==> src/rtl/irq_pkg.sv <==
// rtl/irq_pkg.sv - shared constants and FSM state type for the interrupt pending controller
package irq_pkg;
    localparam int N_IRQ = 8;
    localparam int ID_W  = 3;

    typedef enum logic {
        IDLE   = 1'b0,
        ACTIVE = 1'b1
    } irq_state_e;
endpackage

==> src/rtl/irq_edge_det.sv <==
// rtl/irq_edge_det.sv - rising-edge detect of raw request lines; IRQ_SYNC_EN adds a 2-flop synchronizer
module irq_edge_det
    import irq_pkg::*;
#(
    parameter int WIDTH = N_IRQ
) (
    input  logic             clk,
    input  logic             rst_n,
    input  logic [WIDTH-1:0] irq_in,
    output logic [WIDTH-1:0] edge_o
);
    logic [WIDTH-1:0] irq_s;
    logic [WIDTH-1:0] irq_dly_q;
    logic [WIDTH-1:0] irq_dly_d;

`ifdef IRQ_SYNC_EN
    logic [WIDTH-1:0] sync1_q;
    logic [WIDTH-1:0] sync2_q;
    logic [WIDTH-1:0] sync1_d;
    logic [WIDTH-1:0] sync2_d;

    always_comb begin
        sync1_d = irq_in;
        sync2_d = sync1_q;
    end

    always_ff @(posedge clk or negedge rst_n) begin
        if (!rst_n) begin
            sync1_q <= '0;
            sync2_q <= '0;
        end else begin
            sync1_q <= sync1_d;
            sync2_q <= sync2_d;
        end
    end

    assign irq_s = sync2_q;
`else
    assign irq_s = irq_in;
`endif

    // Previous sample resets to 0 so a line already high at release counts as one edge.
    always_comb begin
        irq_dly_d = irq_s;
    end

    always_ff @(posedge clk or negedge rst_n) begin
        if (!rst_n) begin
            irq_dly_q <= '0;
        end else begin
            irq_dly_q <= irq_dly_d;
        end
    end

    assign edge_o = irq_s & ~irq_dly_q;
endmodule

==> src/rtl/irq_pend_ctrl.sv <==
// rtl/irq_pend_ctrl.sv - sticky pending/overrun tracking and irq/ack handshake around an external 8:3 encoder (option: IRQ_SYNC_EN)
module irq_pend_ctrl
    import irq_pkg::*;
(
    input  logic             clk,
    input  logic             rst_n,
    input  logic [N_IRQ-1:0] irq_in,
    input  logic [N_IRQ-1:0] mask_in,
    output logic [N_IRQ-1:0] pend_vec_o,
    input  logic [ID_W-1:0]  enc_code_i,
    input  logic             enc_valid_i,
    output logic             irq_o,
    output logic [ID_W-1:0]  irq_id_o,
    input  logic             irq_ack_i,
    output logic [N_IRQ-1:0] ovr_o,
    input  logic             ovr_clr_i
);
    logic [N_IRQ-1:0] edge_vec;
    logic [N_IRQ-1:0] clr_vec;
    logic [N_IRQ-1:0] ovr_set;

    logic [N_IRQ-1:0] pending_q, pending_d;
    logic [N_IRQ-1:0] ovr_q, ovr_d;
    logic [ID_W-1:0]  irq_id_q, irq_id_d;
    irq_state_e       state_q, state_d;

    irq_edge_det #(
        .WIDTH (N_IRQ)
    ) u_edge_det (
        .clk    (clk),
        .rst_n  (rst_n),
        .irq_in (irq_in),
        .edge_o (edge_vec)
    );

    always_comb begin
        clr_vec = '0;
        if (state_q == ACTIVE && irq_ack_i) begin
            clr_vec[irq_id_q] = 1'b1;
        end
    end

    // A new edge re-pends a line even while its ack clears it; that is not an overrun.
    always_comb begin
        ovr_set   = edge_vec & pending_q & ~clr_vec;
        pending_d = (pending_q & ~clr_vec) | edge_vec;
        ovr_d     = (ovr_clr_i ? '0 : ovr_q) | ovr_set;
    end

    always_comb begin
        state_d  = state_q;
        irq_id_d = irq_id_q;
        case (state_q)
            IDLE: begin
                if (enc_valid_i) begin
                    irq_id_d = enc_code_i;
                    state_d  = ACTIVE;
                end
            end
            ACTIVE: begin
                if (irq_ack_i) begin
                    state_d = IDLE;
                end
            end
            default: state_d = IDLE;
        endcase
    end

    always_ff @(posedge clk or negedge rst_n) begin
        if (!rst_n) begin
            pending_q <= '0;
            ovr_q     <= '0;
            irq_id_q  <= '0;
            state_q   <= IDLE;
        end else begin
            pending_q <= pending_d;
            ovr_q     <= ovr_d;
            irq_id_q  <= irq_id_d;
            state_q   <= state_d;
        end
    end

    assign pend_vec_o = pending_q & mask_in;
    assign irq_o      = (state_q == ACTIVE);
    assign irq_id_o   = irq_id_q;
    assign ovr_o      = ovr_q;
endmodule

==> config.mk <==
export PLATFORM = sky130hd
export DESIGN_NAME = irq_pend_ctrl
export DESIGN_NICKNAME = d
export VERILOG_FILES = /design/src/rtl/irq_pkg.sv /design/src/rtl/irq_edge_det.sv /design/src/rtl/irq_pend_ctrl.sv
export SDC_FILE = /design/constraint.sdc
export NUM_CORES = 1
export LEC_CHECK = 0
export ABC_AREA = 1
export CORE_UTILIZATION = 30
export CTS_CLUSTER_DIAMETER = 40
export CTS_CLUSTER_SIZE = 30
export DETAILED_ROUTE_END_ITERATION = 16
export PLACE_DENSITY = 0.66
export SETUP_SLACK_MARGIN = 0.05
export SLEW_MARGIN = 20
export SYNTH_ARGS = -nofsm -noshare
export SYNTH_HDL_FRONTEND = slang
export SYNTH_HIERARCHICAL = 1
export SYNTH_SLANG_ARGS = --single-unit
==> constraint.sdc <==
create_clock -name clk -period 0.8 [get_ports clk]
set_input_delay 0.12 -clock clk [delete_from_list [all_inputs] [get_ports clk]]
set_output_delay 0.12 -clock clk [all_outputs]
set_load 0.02 [all_outputs]
==> results of run 1 <==
cells in the final DEF (no fill, tap or decap):
| master | instances |
|---|---|
| nand2_1 | 51 |
| inv_1 | 31 |
| buf_6 | 24 |
| dfrtp_1 | 24 |
| buf_4 | 24 |
| clkdlybuf4s50_1 | 23 |
| nor2_2 | 10 |
| nand2_2 | 6 |
| clkbuf_8 | 4 |
| dfrtp_2 | 4 |
| nand2_4 | 3 |
| nor2_4 | 3 |
| inv_4 | 3 |
| o21bai_1 | 3 |
| inv_2 | 3 |
| o21ai_1 | 3 |
| a21oi_1 | 3 |
| nand3_2 | 1 |
| o21ai_2 | 1 |
| nor2_1 | 1 |
| buf_12 | 1 |
state kept, by name (all words and copies together), names as in the netlist:
name and cells:
pending_q 8, irq_o 1, u_edge_det/irq_dly_q 8, ovr_o 8, irq_id_o 3
power groups by stage:
stage	clock [uW]	combinational (uW)	sequential, uW
6_report	868	1510	1700
5_1_grt	984	1640	1720
4_1_cts	905	1490	1700
3_5_place_dp	0	1260	1700
3_3_place_gp	0	1240	1700
2_1_floorplan	0	376	1850
through the flow:
stage                     cell area (sq um)  worst slack (ns)
after floorplan                        1230           -0.0922
after global placement                 1880            -0.572
after detailed placement               1880            -0.582
after CTS                              2080            -0.234
after global routing                   2100            -0.300
final                                  2100            -0.230
Yosys cell counts (all sizes together):
cell type	number	area (sq um)
a21oi	3	15.0
dfrtp	28	701
inv	37	139
nor2	14	80.1
o21bai	3	22.5
nand2	60	225
nand3	1	10.0
o21ai	4	20.0
routing by layer:
| metal | share of wire | track usage |
|---|---|---|
| met1 | 0.48 | 0.171 |
| met2 | 0.47 | 0.219 |
| met3 | 0.053 | 0.0260 |
| met4 | 0 | 0.0163 |
| met5 | 0 | 0 |
how the worst min path moves through the flow:
stage / from / to / slack, ns / cells after the start
finish: rst_n / u_edge_det/irq_dly_q[5]$_DFF_PN0_ / 0.20 / 2
floorplan: rst_n / irq_id_o[0]$_DFFE_PN0P_ / -0.18 / 0
CTS: rst_n / u_edge_det/irq_dly_q[5]$_DFF_PN0_ / 0.21 / 2
global route: rst_n / u_edge_det/irq_dly_q[7]$_DFF_PN0_ / 0.20 / 2
global placement: ovr_o[0]$_DFF_PN0_ / ovr_o[0]$_DFF_PN0_ / 0.46 / 2
detailed placement: ovr_o[0]$_DFF_PN0_ / ovr_o[0]$_DFF_PN0_ / 0.47 / 2
cell type report:
| class | instances | area, sq um | share of cell area |
|---|---|---|---|
| sequential | 28 | 706 | 0.336 |
| inverter | 37 | 146 | 0.0696 |
| multi-input combinational | 85 | 434 | 0.207 |
| clock buffer | 4 | 55.1 | 0.0262 |
| timing repair buffer | 72 | 701 | 0.333 |
| tap | 48 | 60.1 | 0.0286 |
kinds of logic after synthesis:
kind of cell,count (synthesis)
buffers and inverters,37
AOI/OAI and AO/OA,10
and+or+nand+nor,75
DFF,28
what timing repair did:
item                       in CTS  in global routing
setup buffers                   8                  1
gates cloned                    0                  0
pin swaps                       7                  4
setup endpoints to repair      40                 40
gates resized for setup       141                  6
==> metrics.yaml, run 1 <==
run_status:
  status: "complete, but fails checks"
  violations: "negative setup slack"
cts:
  clock_path_buffers: 2
  clkLatencyLatePin_ns: 0.27
  cts.clk_slew.worst_paths_ns: 0.10
  cts-buffers-inserted: 3
  ctsRootBufferMaster: "clkbuf_8"
  postCtsHoldBufs: 0
  cts_tree: "done"
  cts.sinks: 28
  htreeDepth: 1
synth:
  synth_top_family_by_area: "simple AND/OR/NAND/NOR gates"
  syn_area_per_cell_sq_um: 8.08
  muxShareOfSynthArea: 0
  synth_xor_area_frac: 0
  yosysUniqueCellTypes: 11
  postSynthCellCount: 150
  ys_ff_latch: 28
  yosysWarnings: 6
  synthAdderAreaFrac: 0
  synth-compound-area-share: 0.0475
  syn-cell-area_sq_mm: 0.00121
  synth-simple-area-share: 0.260
  seq_area_frac_synth: 0.578
  syn-num-nets: 174
power:
  p_leak_uw: 0.00112
  power_frac_seq: 0.417
  power_density_mw_per_mm2: 1940
  max-vdd-ir-drop_mv: 0.899
  internal_power_uw: 2840
  power_uw: 4080
  p_sw_frac: 0.302
  share_comb_of_total_power: 0.370
  clkPwrFrac: 0.213
  switchingPower_uw: 1230
setup_path:
  r2r_cells: 6
  worstSetupPathType: "reg2reg"
  r2r_setup_slack_ns: -0.23
  crit_path_start: "irq_o$_DFF_PN0_"
  critical_path_arrival_ns: 1.20
  max_stage_delay_ns: 0.39
  end_kind: "register"
  cp.required_ns: 0.97
  start_kind: "register"
  slowest_stage: "dfrtp_2"
  timing.rr.start: "irq_o$_DFF_PN0_"
  path_cells: "buf_6, nand2_4, nor2_4, nand2_2, nand2_1, nand2_1"
  crit_cells: 6
  path_delay_family: "flip-flops"
  critPathMostFrequentCell: "nand2_1"
  critical_path.endpoint: "pending_q[2]$_DFF_PN0_"
  r2r_end: "pending_q[2]$_DFF_PN0_"
  crit_fanout: 4
  crit_buf_inv: 1
flow_run:
  maxCapViolCount: 0
detailed_routing:
  wl_um: 2530
  vias_per_cell: 3.95
  wire_per_inst_um: 9.24
  postRouteAntennaNets: 0
  vias: 1081
  drtPass1Iterations: 3
  first_iter_violations: 60
  drc: 0
timing:
  hold_viol_final: 0
  setup_viol: 40
  grt_setup_unrepaired: "yes"
  finalMaxSlewViolations: 0
  period_needed_ns: 1.03
  fin_crit_sh: 1.29
  tightest_slew_ns: 0.274
  skew_ns: 0.00228
  max_freq_ghz: 0.971
  fin_hold_ws_ns: 0.201
  relSlewSlack: 0.817
  worst_slack_ns: -0.230
  finalSetupTns_ns: -6.89
place:
  placed_cells: 261
  port_buffers: 43
  hpwl_um: 1770
  place.gp.congestion: 0.704
cells_and_area:
  drive_gt1_frac: 0.385
  fill_cells: 347
  final_util: 0.557
  layout.nets: 251
  instances_no_fill: 274
  n_antenna_cell: 0
  syn_to_final_growth_pct: 73.4
grt:
  grt_pass1_wl_um: 4330
  grt_pass1_vias: 1008
  grtUsageTotal: 0.128
  antenna_found_initial: 0
  overflow: 0
  grt_start_max_net_pins: 29
floorplan:
  core_area_sq_mm: 0.00377
  io_pins: 44
  fp-row-count: 22
  chipWidth_um: 65.6
  initial_core_util: 0.321
  die_h_um: 65.6
  die_area_sq_mm: 0.00430
worst_hold_path:
  min_path_type: "in2async"
(Power assumes the default switching activity.)
==> run 2, diff against run 1 <==
Settings changed: SLEW_MARGIN 20 to unset.
==> results of run 2 <==
The final DEF is identical to that of run 1; final timing and power are the same.
==> run 3, diff against run 2 <==
Settings changed: HOLD_SLACK_MARGIN set to 0.02.
==> results of run 3 <==
The final DEF is identical to that of run 1; final timing and power are the same.
